File: config.mk
export PLATFORM = sky130hd
export DESIGN_NAME = mclk_switch_ctrl
export DESIGN_NICKNAME = d
export VERILOG_FILES = /design/src/rtl/mclk_switch_ctrl.sv
export SDC_FILE = /design/constraint.sdc
export NUM_CORES = 1
export LEC_CHECK = 0
export BUFFER_PORTS_ARGS = -buffer_cell sky130_fd_sc_hd__buf_4
export CAP_MARGIN = 10
export CORE_MARGIN = 2
export CORE_UTILIZATION = 55
export CTS_BUF_LIST = sky130_fd_sc_hd__clkbuf_16
export CTS_CLUSTER_SIZE = 14
export DETAILED_ROUTE_END_ITERATION = 16
export PLACE_DENSITY = 0.73
export SLEW_MARGIN = 0
export SYNTH_ARGS = -nofsm -noshare
export SYNTH_HDL_FRONTEND = slang
export SYNTH_SLANG_ARGS = --single-unit
export TNS_END_PERCENT = 20
File: constraint.sdc
create_clock -name clk -period 4.9 [get_ports clk]
set_clock_uncertainty 0.1 [all_clocks]
set_input_delay 0.49 -clock clk [delete_from_list [all_inputs] [get_ports clk]]
set_output_delay 0.49 -clock clk [all_outputs]
set_load 0.02 [all_outputs]
File: src/rtl/mclk_switch_ctrl.sv
// mclk_switch_ctrl: master-clock source sequencer with an app-reset bracket around every select change.
// Optional MCLK_SWITCH_STATUS_EN adds a status word and a loss counter with a clear input.
module mclk_switch_ctrl #(
    parameter int QUAL_CYCLES     = 1024,
    parameter int RST_PRE_CYCLES  = 16,
    parameter int RST_POST_CYCLES = 64,
    parameter int CNT_W           = 16
) (
    input  logic       clk,
    input  logic       rstn,
    input  logic [7:0] cfg,
    input  logic       dtcclk_ok,
    input  logic       dtcclk_locked,
    input  logic       ethclk_ok,
    input  logic       ethclk_locked,
`ifdef MCLK_SWITCH_STATUS_EN
    input  logic        loss_clr,
    output logic [15:0] status,
`endif
    output logic [1:0] clksel,
    output logic       app_rst,
    output logic       switching
);
    typedef enum logic [1:0] {POST_RST = 2'd0, RUN = 2'd1, PRE_RST = 2'd2, SWITCH = 2'd3} state_t;

    localparam logic [CNT_W-1:0] QUAL = CNT_W'(QUAL_CYCLES);
    localparam logic [CNT_W-1:0] PRE  = CNT_W'(RST_PRE_CYCLES);
    localparam logic [CNT_W-1:0] POST = CNT_W'(RST_POST_CYCLES);

    logic [3:0]       meta, sync_q;
    logic             good_dtc, good_eth, qual_dtc, qual_eth;
    logic [CNT_W-1:0] qcnt_dtc, qcnt_eth, cnt, cnt_inc;
    logic [1:0]       force_sel, forced, prio, target, next_sel, sel_nx;
    logic             dtc_use, eth_use, hold;
    state_t           state, state_nx;
    logic             unused_cfg;

    assign unused_cfg = &{1'b0, cfg[7:6]};

    always_ff @(posedge clk or negedge rstn) begin
        if (!rstn) begin
            meta   <= '0;
            sync_q <= '0;
        end else begin
            {sync_q, meta} <= {meta, dtcclk_locked, dtcclk_ok, ethclk_locked, ethclk_ok};
        end
    end

    assign good_dtc = sync_q[3] & sync_q[2];
    assign good_eth = sync_q[1] & sync_q[0];

    // Qualification counters saturate at QUAL and clear as soon as the source goes bad.
    always_ff @(posedge clk or negedge rstn) begin
        if (!rstn) begin
            qcnt_dtc <= '0;
            qcnt_eth <= '0;
        end else begin
            qcnt_dtc <= !good_dtc ? '0 : (qcnt_dtc == QUAL) ? qcnt_dtc : qcnt_dtc + 1'b1;
            qcnt_eth <= !good_eth ? '0 : (qcnt_eth == QUAL) ? qcnt_eth : qcnt_eth + 1'b1;
        end
    end

    assign qual_dtc = (QUAL_CYCLES == 0) ? good_dtc : (qcnt_dtc == QUAL);
    assign qual_eth = (QUAL_CYCLES == 0) ? good_eth : (qcnt_eth == QUAL);

    always_comb begin
        force_sel = (cfg[5:4] == 2'b11) ? 2'b00 : cfg[5:4];
        forced    = (force_sel == 2'b01) ? (qual_dtc ? 2'b01 : 2'b00) :
                    (force_sel == 2'b10) ? (qual_eth ? 2'b10 : 2'b00) : 2'b00;
        dtc_use   = cfg[0] & qual_dtc;
        eth_use   = cfg[1] & qual_eth;
        hold      = !cfg[2] && ((clksel == 2'b01 && dtc_use) || (clksel == 2'b10 && eth_use));
        prio      = dtc_use ? 2'b01 : eth_use ? 2'b10 : 2'b00;
        target    = cfg[3] ? forced : hold ? clksel : prio;
    end

    assign cnt_inc = cnt + 1'b1;

    always_comb begin
        state_nx = state;
        sel_nx   = next_sel;
        case (state)
            POST_RST: if (cnt_inc >= POST) state_nx = RUN;
            RUN: if (target != clksel) begin
                state_nx = PRE_RST;
                sel_nx   = target;
            end
            PRE_RST:  if (cnt_inc >= PRE) state_nx = SWITCH;
            default:  state_nx = POST_RST;
        endcase
    end

    // app_rst is registered from the next state so it never glitches across PRE/SWITCH/POST.
    always_ff @(posedge clk or negedge rstn) begin
        if (!rstn) begin
            state     <= POST_RST;
            cnt       <= '0;
            next_sel  <= 2'b00;
            clksel    <= 2'b00;
            app_rst   <= 1'b1;
            switching <= 1'b1;
        end else begin
            state     <= state_nx;
            cnt       <= (state_nx == state) ? cnt_inc : '0;
            next_sel  <= sel_nx;
            clksel    <= (state == SWITCH) ? next_sel : clksel;
            app_rst   <= state_nx != RUN;
            switching <= state_nx != RUN;
        end
    end

`ifdef MCLK_SWITCH_STATUS_EN
    logic [7:0] loss_cnt;
    logic       loss;

    assign loss = (state == RUN) && ((clksel == 2'b01 && !qual_dtc) || (clksel == 2'b10 && !qual_eth));

    always_ff @(posedge clk or negedge rstn) begin
        if (!rstn) loss_cnt <= '0;
        else loss_cnt <= loss_clr ? 8'd0 : (loss && loss_cnt != 8'hff) ? loss_cnt + 1'b1 : loss_cnt;
    end

    assign status = {loss_cnt, 2'b00, qual_eth, qual_dtc, state, clksel};
`endif
endmodule

==> results.yml, run 1 <==
outcome:
  status: "completed"
logic_synthesis:
  syn-num-nets: 348
  synth_ff_type: "dfrtp_1"
  synthAdderAreaFrac_pct: 2.29
  synth_seq_area_share_pct: 48.1
  yosys.area.top_type: "dfrtp_1"
  ys_warn_count: 0
  synth_edf_count: 0
  synth-seq-cells: 63
  synth-compound-area-share_pct: 8.73
  yosysTopAreaCellShare_pct: 47.3
  synth.avg_cell_area_sq_um: 10.0
  synthMuxAreaShare_pct: 2.33
  synth_top_family_by_area: "simple AND/OR/NAND/NOR gates"
  ys_types: 55
  synthArstFlopShare_pct: 100
  synthXorXnorAreaFrac_pct: 9.61
  synthSimpleGateAreaFrac_pct: 26.2
  syn_inst: 328
  netlist_area_sq_um: 3280
  synth.area.top_cells: "dfrtp_1, xor2_1, nor2_1"
critical_path:
  path_cells: "inv_1 > ha_1 > nor4b_1 > nand4_1 > o21ai_0 > o211ai_1 > or4_1 > a22oi_1"
  cp_slowest_stage_delay_ns: 0.91
  reg2reg_slack_ns: 1.86
  crit_path_end_kind: "register"
  crit_arrival_ns: 3.17
  cp-start-kind: "register"
  r2r_start: "qcnt_dtc[0]$_DFFE_PN0P_"
  reg2reg_to: "cnt[5]$_DFF_PN0_"
  crit_type: "reg2reg"
  crit_required_ns: 5.03
  critPathMaxFanout: 18
  r2r_cells: 8
  critPathSlowestCell: "or4_1"
die:
  rows: 28
  dieArea_sq_um: 6600
  die_h_um: 81.2
  num_io_pins: 18
  die-width_um: 81.2
  start_util_pct: 56.1
  core_sq_um: 5850
placed_design:
  port_buffers: 15
  dp_hpwl_mm: 3.93
  gp_congestion: 0.824
  dp_slack_ns: 1.89
timing:
  setup_ws_ns: 1.86
  hold_viol: 0
  period_minus_slack_ns: 3.04
  worstMarginPinSlew_ns: 0.796
  setup_violations: 0
  whs_ns: 0.140
  rsz0062_at_grt: "false"
  finalSetupTns_ns: 0
  relSlewSlack_pct: 46.9
  min_period_over_period_pct: 62.1
  slew_viol_final: 0
  max_freq_ghz: 0.329
route:
  drcViolationCount: 0
  via_per_inst: 5.67
  vias: 2406
  drt_pass1_iterations: 4
  dr.first_iter.drc_count: 111
  antenna_left: 0
  wl_mm: 5.76
  wl_per_cell_um: 13.6
clock_network:
  cts.sinks: 63
  htreeDepth: 3
  tritoncts: "done"
  cts_max_path_buffers: 2
  cts_root_buffer: "clkbuf_16"
  hold_buffers: 0
  cts-resized-gates: 0
  clk_latency_ns: 0.32
  cts_buffers: 9
  postCtsSetupBuffers: 0
  clkTransAtPathRegs_ns: 0.05
cells_and_area:
  syn_to_final_growth_pct: 13.3
  final_layout_size_suffix_gt1_share_pct: 14.0
  nets: 364
  antennaDiodeCount: 0
global_routing:
  first_global_vias: 2261
  grt_max_degree: 64
  grt.overflow.total: 0
  grt_pass1_wl_mm: 9.90
  antenna_found_initial: 0
  grtUsageTotal_pct: 19.8
power:
  power.density_nw_per_um2: 313
  ir_drop_v: 0.000202
  p_leak_nw: 1.58
hold_path:
  min_path_type: "in2async"
job:
  drv_cap: 0
==> sequential cells by signal (all words and copies together), names as in the netlist <==
register   cells
sync_q         4
qcnt_eth      16
cnt           16
switching      1
qcnt_dtc      16
meta           4
clksel         2
state          2
next_sel       2
==> synth_stat cells, drive strengths merged, types with 7 or more instances <==
master,n
and3,11
and4,8
nand4,8
nand3,20
nand2,21
dfrtp,62
a21oi,21
nor2,45
or3,7
o21ai,11
xnor2,16
inv,8
xor2,20
==> per-stage QoR <==
stage / instances / area (sq um) / power (mW) / util (%)
3_5_place_dp: 408 / 3430 / 0.571 / 58.6
5_1_grt: 424 / 3720 / 1.21 / 63.5
2_1_floorplan: 328 / 3280 / 0.549 / -
4_1_cts: 424 / 3720 / 1.18 / 63.5
6_report: 424 / 3720 / 1.16 / 63.5
3_3_place_gp: 408 / 3430 / 0.569 / 58.6
==> cells in the final DEF, fill, tap and decap left out, drive strengths merged, types with 6 or more instances in the layout <==
cell	count
nor2	45
nand3	20
a21oi	21
and3	11
nand4	8
inv	9
buf	15
and4	8
nand2	21
or3	7
ha	6
clkbuf	9
dfrtp	62
xor2	20
o21ai	11
xnor2	16
==> critical path: cells and delay by family, from the launching register on <==
family                   cells  cell delay (ns)
AO/OA/AOI/OAI                3             0.68
adder cells (fa/ha/maj)      1             0.15
buffers and inverters        1             0.11
flip-flops                   1             0.39
AND/OR/NAND/NOR              3             1.51
==> power breakdown <==
part / internal [mW] / total, mW / switching (mW)
Combinational: 0.0118 / 0.0327 / 0.0209
Sequential: 0.526 / 0.528 / 0.00214
Clock: 0.388 / 0.603 / 0.215
Total: 0.926 / 1.16 / 0.238
==> worst max path at each step <==
stage,to,slack [ns],depth (start not counted),start
CTS,cnt[5]$_DFF_PN0_,1.87,8,qcnt_dtc[0]$_DFFE_PN0P_
finish,cnt[5]$_DFF_PN0_,1.86,8,qcnt_dtc[0]$_DFFE_PN0P_
global route,cnt[6]$_DFF_PN0_,1.62,8,qcnt_dtc[0]$_DFFE_PN0P_
global placement,cnt[5]$_DFF_PN0_,1.97,8,qcnt_dtc[0]$_DFFE_PN0P_
detailed placement,cnt[5]$_DFF_PN0_,1.89,8,qcnt_dtc[0]$_DFFE_PN0P_
floorplan,cnt[10]$_DFF_PN0_,2.46,10,qcnt_eth[0]$_DFFE_PN0P_
==> kinds of logic after synthesis <==
logic type,after synthesis
compound gates,46
xor+xnor,36
fa+ha+maj,6
buf+inv,18
flops,63
mux,7
simple gates,152
==> layout make-up <==
class                   instances  area (sq um)
clock buffers                   9           225
clock inverters                 7          65.1
fillers                       453          2130
inverters                       8          30.0
multi-input cells             247          1610
flip-flops and latches         63          1580
well taps                      75          93.8
repair buffers                 15           113
==> layer usage <==
| metal | up-vias | track usage [%] | share of wire [%] |
|---|---|---|---|
| met2 | 39 | 33.0 | 49 |
| li1 | 1197 | - | - |
| met4 | 0 | 6.44 | 0.57 |
| met1 | 1164 | 24.1 | 47 |
| met3 | 6 | 6.67 | 2.8 |
| met5 | - | 0 | 0 |
(Power assumes the default switching activity.)
==> inputs of run 2 (changes only) <==
- ABC_AREA: default -> 1
- clock period: 4.9 -> 3.12 ns (I/O delays scaled with it)
==> run 2 against run 1 <==
Setup slack got worse by 1.1 ns. Final area up 9.6%. Synthesized cell count increased by 35%. Die area rose by 6.8%. Sequential power is 87% higher. Sequential share of layout area fell by 3.7 points. Non-clock buffer count rose by 6. Register-to-register slack worse by 1.1 ns. Combinational power rose to 15 times the previous value. Sequential cell count is the same. First-iteration DRC count grew 5.4%. Cell count grew 30%. Critical path type unchanged. Highest routed layer unchanged.
==> results.yml, run 2 <==
critical_path:
  crit_required_ns: 3.28
  critPathMaxFanout: 16
  reg2reg_to: "switching$_DFF_PN1_"
  crit_type: "reg2reg"
  r2r_cells: 19
  crit_path_end_kind: "register"
  r2r_start: "qcnt_dtc[0]$_DFFE_PN0P_"
  cp-start-kind: "register"
  crit_arrival_ns: 2.52
  reg2reg_slack_ns: 0.76
logic_synthesis:
  syn-num-nets: 462
  synth_ff_type: "dfrtp_1"
  synth_seq_area_share_pct: 44.9
  netlist_area_sq_um: 3510
  synth_edf_count: 0
  synth.avg_cell_area_sq_um: 7.95
  yosysTopAreaCellShare_pct: 44.1
  syn_inst: 442
  synthArstFlopShare_pct: 100
  synthTopCellsByCount: "nand2_1, dfrtp_1, inv_1, nor2_1, nand3_1"
  synth.area.top_cells: "dfrtp_1, nand2_1, inv_1"
  synth-seq-cells: 63
  ys_warn_count: 0
  yosysMostFrequentCell: "nand2_1"
  yosys.area.top_type: "dfrtp_1"
  ys_types: 38
power:
  ir_drop_v: 0.000562
  p_leak_nw: 1.92
  power.density_nw_per_um2: 626
clock_network:
  cts_max_path_buffers: 2
  clk_latency_ns: 0.33
  postCtsSetupBuffers: 0
  cts_root_buffer: "clkbuf_16"
  tritoncts: "done"
  cts-resized-gates: 0
  htreeDepth: 3
  clkTransAtPathRegs_ns: 0.06
  cts_buffers: 9
  cts.sinks: 63
route:
  wl_per_cell_um: 12.9
  dr.first_iter.drc_count: 117
  wl_mm: 7.15
  vias: 2898
  drt_pass1_iterations: 5
  drcViolationCount: 0
  via_per_inst: 5.24
  antenna_left: 0
cells_and_area:
  mostFrequentLayoutCell: "nand2_1"
  design_area_sq_um: 4070
  layout_common_cells: "nand2_1, inv_1, nor2_1, dfrtp_1, nand3_1"
  syn_to_final_growth_pct: 15.9
  largest_registers: "cnt (16), qcnt_dtc (16), qcnt_eth (16)"
  nets: 491
  antennaDiodeCount: 0
  final_layout_size_suffix_gt1_share_pct: 15.3
  fin_util_pct: 64.9
timing:
  min_period_over_period_pct: 75.6
  relSlewSlack_pct: 47.0
  slew_viol_final: 0
  setup_violations: 0
  period_minus_slack_ns: 2.36
  finalSetupTns_ns: 0
  worstMarginPinSlew_ns: 0.795
  rsz0062_at_grt: "false"
  whs_ns: 0.254
  hold_viol: 0
  max_freq_ghz: 0.424
global_routing:
  first_global_vias: 2947
  antenna_found_initial: 0
  grtUsageTotal_pct: 22.8
  grt.overflow.total: 0
  grt_pass1_wl_mm: 12.8
  grt_max_degree: 64
outcome:
  status: "completed"
placed_design:
  gp_congestion: 0.825
  placement.cell_area_sq_um: 3700
  port_buffers: 15
  dp_hpwl_mm: 5.03
die:
  die_h_um: 83.9
  die-width_um: 83.9
  num_io_pins: 18
  rows: 29
  core_sq_um: 6280
  dieArea_sq_um: 7050
  start_util_pct: 56.0
job:
  drv_cap: 0
hold_path:
  min_to: "sync_q[3]$_DFF_PN0_"
  min_path_type: "reg2reg"
  min_from: "meta[3]$_DFF_PN0_"
  hold_depth: 0
-- run 2: cell types whose count changed after synthesis, moves of 8 or more --
cell,delta
xnor2_1,-11
inv_1,+54
and3_1,-10
nand4_1,+8
xor2_1,-13
nor2_1,+23
nand3_1,+8
nor3_1,+8
nand2_1,+55
and4_1,-8
-- run 2: layout make-up --
| type | count | area, sq um |
|---|---|---|
| flip-flops and latches | 63 | 1580 |
| multi-input cells | 309 | 1660 |
| fillers | 520 | 2200 |
| inverters | 67 | 251 |
| clock inverters | 7 | 97.6 |
| well taps | 77 | 96.3 |
| repair buffers | 21 | 170 |
| clock buffers | 9 | 225 |
-- run 2: per-layer routing --
layer  part of all wire [%]  track usage, %  up-vias
met5                      0               0        -
met4                    1.1            8.50        0
met3                    3.5            6.03        4
met2                     47            37.2       44
met1                     48            29.1     1351
li1                       -               -     1499
-- run 2: worst max-delay path by stage --
| stage | cells after the start | from | endpoint |
|---|---|---|---|
| floorplan | 19 | qcnt_dtc[0]$_DFFE_PN0P_ | cnt[9]$_DFF_PN0_ |
| global placement | 19 | qcnt_dtc[0]$_DFFE_PN0P_ | switching$_DFF_PN1_ |
| detailed placement | 19 | qcnt_dtc[0]$_DFFE_PN0P_ | switching$_DFF_PN1_ |
| CTS | 18 | qcnt_dtc[0]$_DFFE_PN0P_ | cnt[12]$_DFF_PN0_ |
| global route | 19 | qcnt_dtc[0]$_DFFE_PN0P_ | switching$_DFF_PN1_ |
| finish | 19 | qcnt_dtc[0]$_DFFE_PN0P_ | switching$_DFF_PN1_ |
-- run 2: per-stage QoR --
step	total power, mW	setup slack [ns]	std cells
finish	2.55	0.763	553
global route	2.68	0.515	553
CTS	2.57	0.738	553
detailed placement	1.48	0.756	532
global placement	1.47	0.842	532
floorplan	1.35	1.01	442
-- run 2: kinds of logic (layout without fill, tap and decap cells) --
| group | Yosys count | count (layout) | synth area share [%] |
|---|---|---|---|
| simple gates | 226 | 226 | 30.7 |
| xor+xnor | 12 | 12 | 2.99 |
| buf+inv | 70 | 104 | 8.01 |
| fa+ha+maj | 6 | 6 | 2.14 |
| flops | 63 | 63 | 44.9 |
| compound gates | 65 | 65 | 11.3 |
-- run 2: critical path: stages, from the launching register on --
cell and delay (ns):
dfrtp_1 0.40, inv_1 0.11, ha_1 0.18, inv_1 0.04
nor2_1 0.09, nand2_1 0.09, nor2_4 0.13, nand2_4 0.09
nor2_4 0.09, nand4_1 0.09, nand2_1 0.08, inv_1 0.04
nand2_2 0.08, nand2_2 0.06, nand2_1 0.08, nand2_2 0.06
nor2_4 0.11, nand2_4 0.16, nand2_1 0.15, nand2_1 0.06
-- run 2: timing repair --
action | in CTS | in global routing
setup endpoints to repair | 0 | 0
endpoints found under the hold margin | 5 | 0
hold buffers | 5 | 0
-- run 2: power by group --
| part | switching [mW] | total [mW] | internal (mW) |
|---|---|---|---|
| clock network | 0.380 | 1.08 | 0.700 |
| logic | 0.314 | 0.480 | 0.166 |
| registers | 0.0882 | 0.990 | 0.901 |
| total | 0.782 | 2.55 | 1.77 |
==> inputs of run 3 (changes only) <==
- PLACE_DENSITY: 0.73 -> 0.76
- clock period: 3.12 -> 2.03 ns (I/O delays scaled with it)
==> run 3 against run 2 <==
The flow now finishes with violations (setup timing). Register-to-register slack got worse by 1.0 ns. Clock power increased by 52%. Cell count up 11%. Critical path depth is 9 lower. Critical endpoint is now cnt[3]$_DFF_PN0_. Largest power group unchanged.
==> results.yml, run 3 (same netlist as run 2, synthesis figures left out) <==
route:
  antenna_left: 0
  vias: 3251
  dr.first_iter.drc_count: 168
  wl_mm: 8.41
  wl_per_cell_um: 13.7
  drt_pass1_iterations: 5
  drcViolationCount: 0
  via_per_inst: 5.31
global_routing:
  grt_use_met1_pct: 32.5
  grt.overflow.total: 0
  antenna_found_initial: 0
  grt_max_degree: 64
  busiest_layer: "met2"
  grt_pass1_wl_mm: 14.5
  first_global_vias: 3296
  grtUsageTotal_pct: 25.8
  met2_usage_pct: 42.8
  use_met3_pct: 4.55
clock_network:
  cts_root_buffer: "clkbuf_16"
  cts_max_path_buffers: 2
  htreeDepth: 3
  cts.sinks: 63
  postCtsSetupBuffers: 0
  clk_latency_ns: 0.33
  tritoncts: "done"
  cts_buffers: 9
  clkTransAtPathRegs_ns: 0.06
die:
  die-width_um: 83.9
  dieArea_sq_um: 7050
  core_sq_um: 6280
  rows: 29
  start_util_pct: 56.0
  num_io_pins: 18
  die_h_um: 83.9
critical_path:
  cp-start-kind: "register"
  crit_type: "reg2reg"
  crit_arrival_ns: 2.43
  crit_path_end_kind: "register"
  crit_required_ns: 2.19
  critPathMaxFanout: 9
job:
  drv_cap: 0
timing:
  rsz0062_at_grt: "true"
  whs_ns: 0.247
  setup_ws_ns: -0.244
  relSlewSlack_pct: 46.5
  worstMarginPinSlew_ns: 0.803
  slew_viol_final: 0
  period_minus_slack_ns: 2.27
  min_period_over_period_pct: 112
  setup_violations: 23
  hold_viol: 0
  max_freq_ghz: 0.440
  finalSetupTns_ns: -4.35
cells_and_area:
  layout_common_cells: "buf_4, nand2_1, dfrtp_1"
  largest_registers: "cnt (16), qcnt_dtc (16), qcnt_eth (16)"
  nets: 550
  mostFrequentLayoutCell: "buf_4"
  antennaDiodeCount: 0
  fin_util_pct: 73.5
  final_layout_size_suffix_gt1_share_pct: 28.8
  fill_cells: 463
  syn_to_final_growth_pct: 31.3
outcome:
  failed_checks: "setup timing"
  status: "finished with violations"
hold_path:
  min_path_type: "reg2reg"
power:
  seq_power_share_pct: 36.6
  internal_power_mw: 2.84
  netSwitchingPower_mw: 1.28
  finalPower_mw: 4.12
  ir_drop_v: 0.000782
  power.density_nw_per_um2: 894
  clock_power_share_pct: 39.8
  p_leak_nw: 2.24
  power_frac_comb_pct: 23.7
  netSwitchingFraction_pct: 31.0
placed_design:
  gp_congestion: 0.940
  dp_hpwl_mm: 5.88
  port_buffers: 15
run 3: changes by cell type in the layout (fill, tap and decap cells not counted), sizes merged:
cell      previous run  this run
clkinvlp             2         0
inv                 67        68
clkinv               3         4
buf                 16        75
run 3: repair_timing:
action	4_1_cts	5_1_grt
endpoints found under the hold margin	66	0
setup endpoints to repair	26	32
hold buffers	5	0
gates resized for setup	8	14
pin swaps	0	2
run 3: worst max-delay path, stage by stage, from the launching register on:
cell     delay, ns
dfrtp_1       0.45
nand2_1       0.09
nor2_1        0.15
nand2_1       0.12
nor2_1        0.13
xnor2_1       0.17
nand4_1       0.15
nor3_1        0.27
nand4_1       0.18
buf_4         0.23
a21oi_2       0.15
run 3: final timing paths:
kind / from / end / slack, ns / depth (start not counted)
min: meta[0]$_DFF_PN0_ / sync_q[0]$_DFF_PN0_ / 0.25 / 0
max reg2reg: cnt[3]$_DFF_PN0_ / cnt[3]$_DFF_PN0_ / -0.24 / 10
max: cnt[3]$_DFF_PN0_ / cnt[3]$_DFF_PN0_ / -0.24 / 10
min reg2reg: meta[0]$_DFF_PN0_ / sync_q[0]$_DFF_PN0_ / 0.25 / 0
max in group asynchronous: rstn / qcnt_eth[2]$_DFFE_PN0P_ / 0.85 / 2
min in group asynchronous: rstn / qcnt_dtc[7]$_DFFE_PN0P_ / 0.41 / 2
run 3: routing by layer:
layer | up-vias | part of all wire (%)
met5 | - | 0
met4 | 0 | 2.2
met3 | 17 | 3.9
met2 | 76 | 49
met1 | 1531 | 45
li1 | 1627 | -
run 3: area by class of cell:
type	instances	area, sq um	share of cell area (%)
flip-flops and latches	63	1580	34.2
multi-input cells	309	1750	38.0
repair buffers	80	613	13.3
well taps	77	96.3	2.09
inverters	67	251	5.45
clock inverters	7	96.3	2.09
clock buffers	9	225	4.88
run 3: power groups by stage:
| stage | clock network, mW | logic [mW] | registers [mW] |
|---|---|---|---|
| finish | 1.64 | 0.976 | 1.51 |
| global placement | 0 | 0.870 | 1.51 |
| CTS | 1.66 | 0.955 | 1.50 |
| global route | 1.69 | 1.06 | 1.52 |
| floorplan | 0 | 0.534 | 1.54 |
| detailed placement | 0 | 0.906 | 1.52 |
run 3: through the flow:
stage / std cells / instance area, sq um / worst slack (ns)
2_1_floorplan: 442 / 3530 / -0.0458
3_3_place_gp: 591 / 4160 / -0.102
3_5_place_dp: 591 / 4160 / -0.225
4_1_cts: 612 / 4560 / -0.218
5_1_grt: 612 / 4610 / -0.423
6_report: 612 / 4610 / -0.244
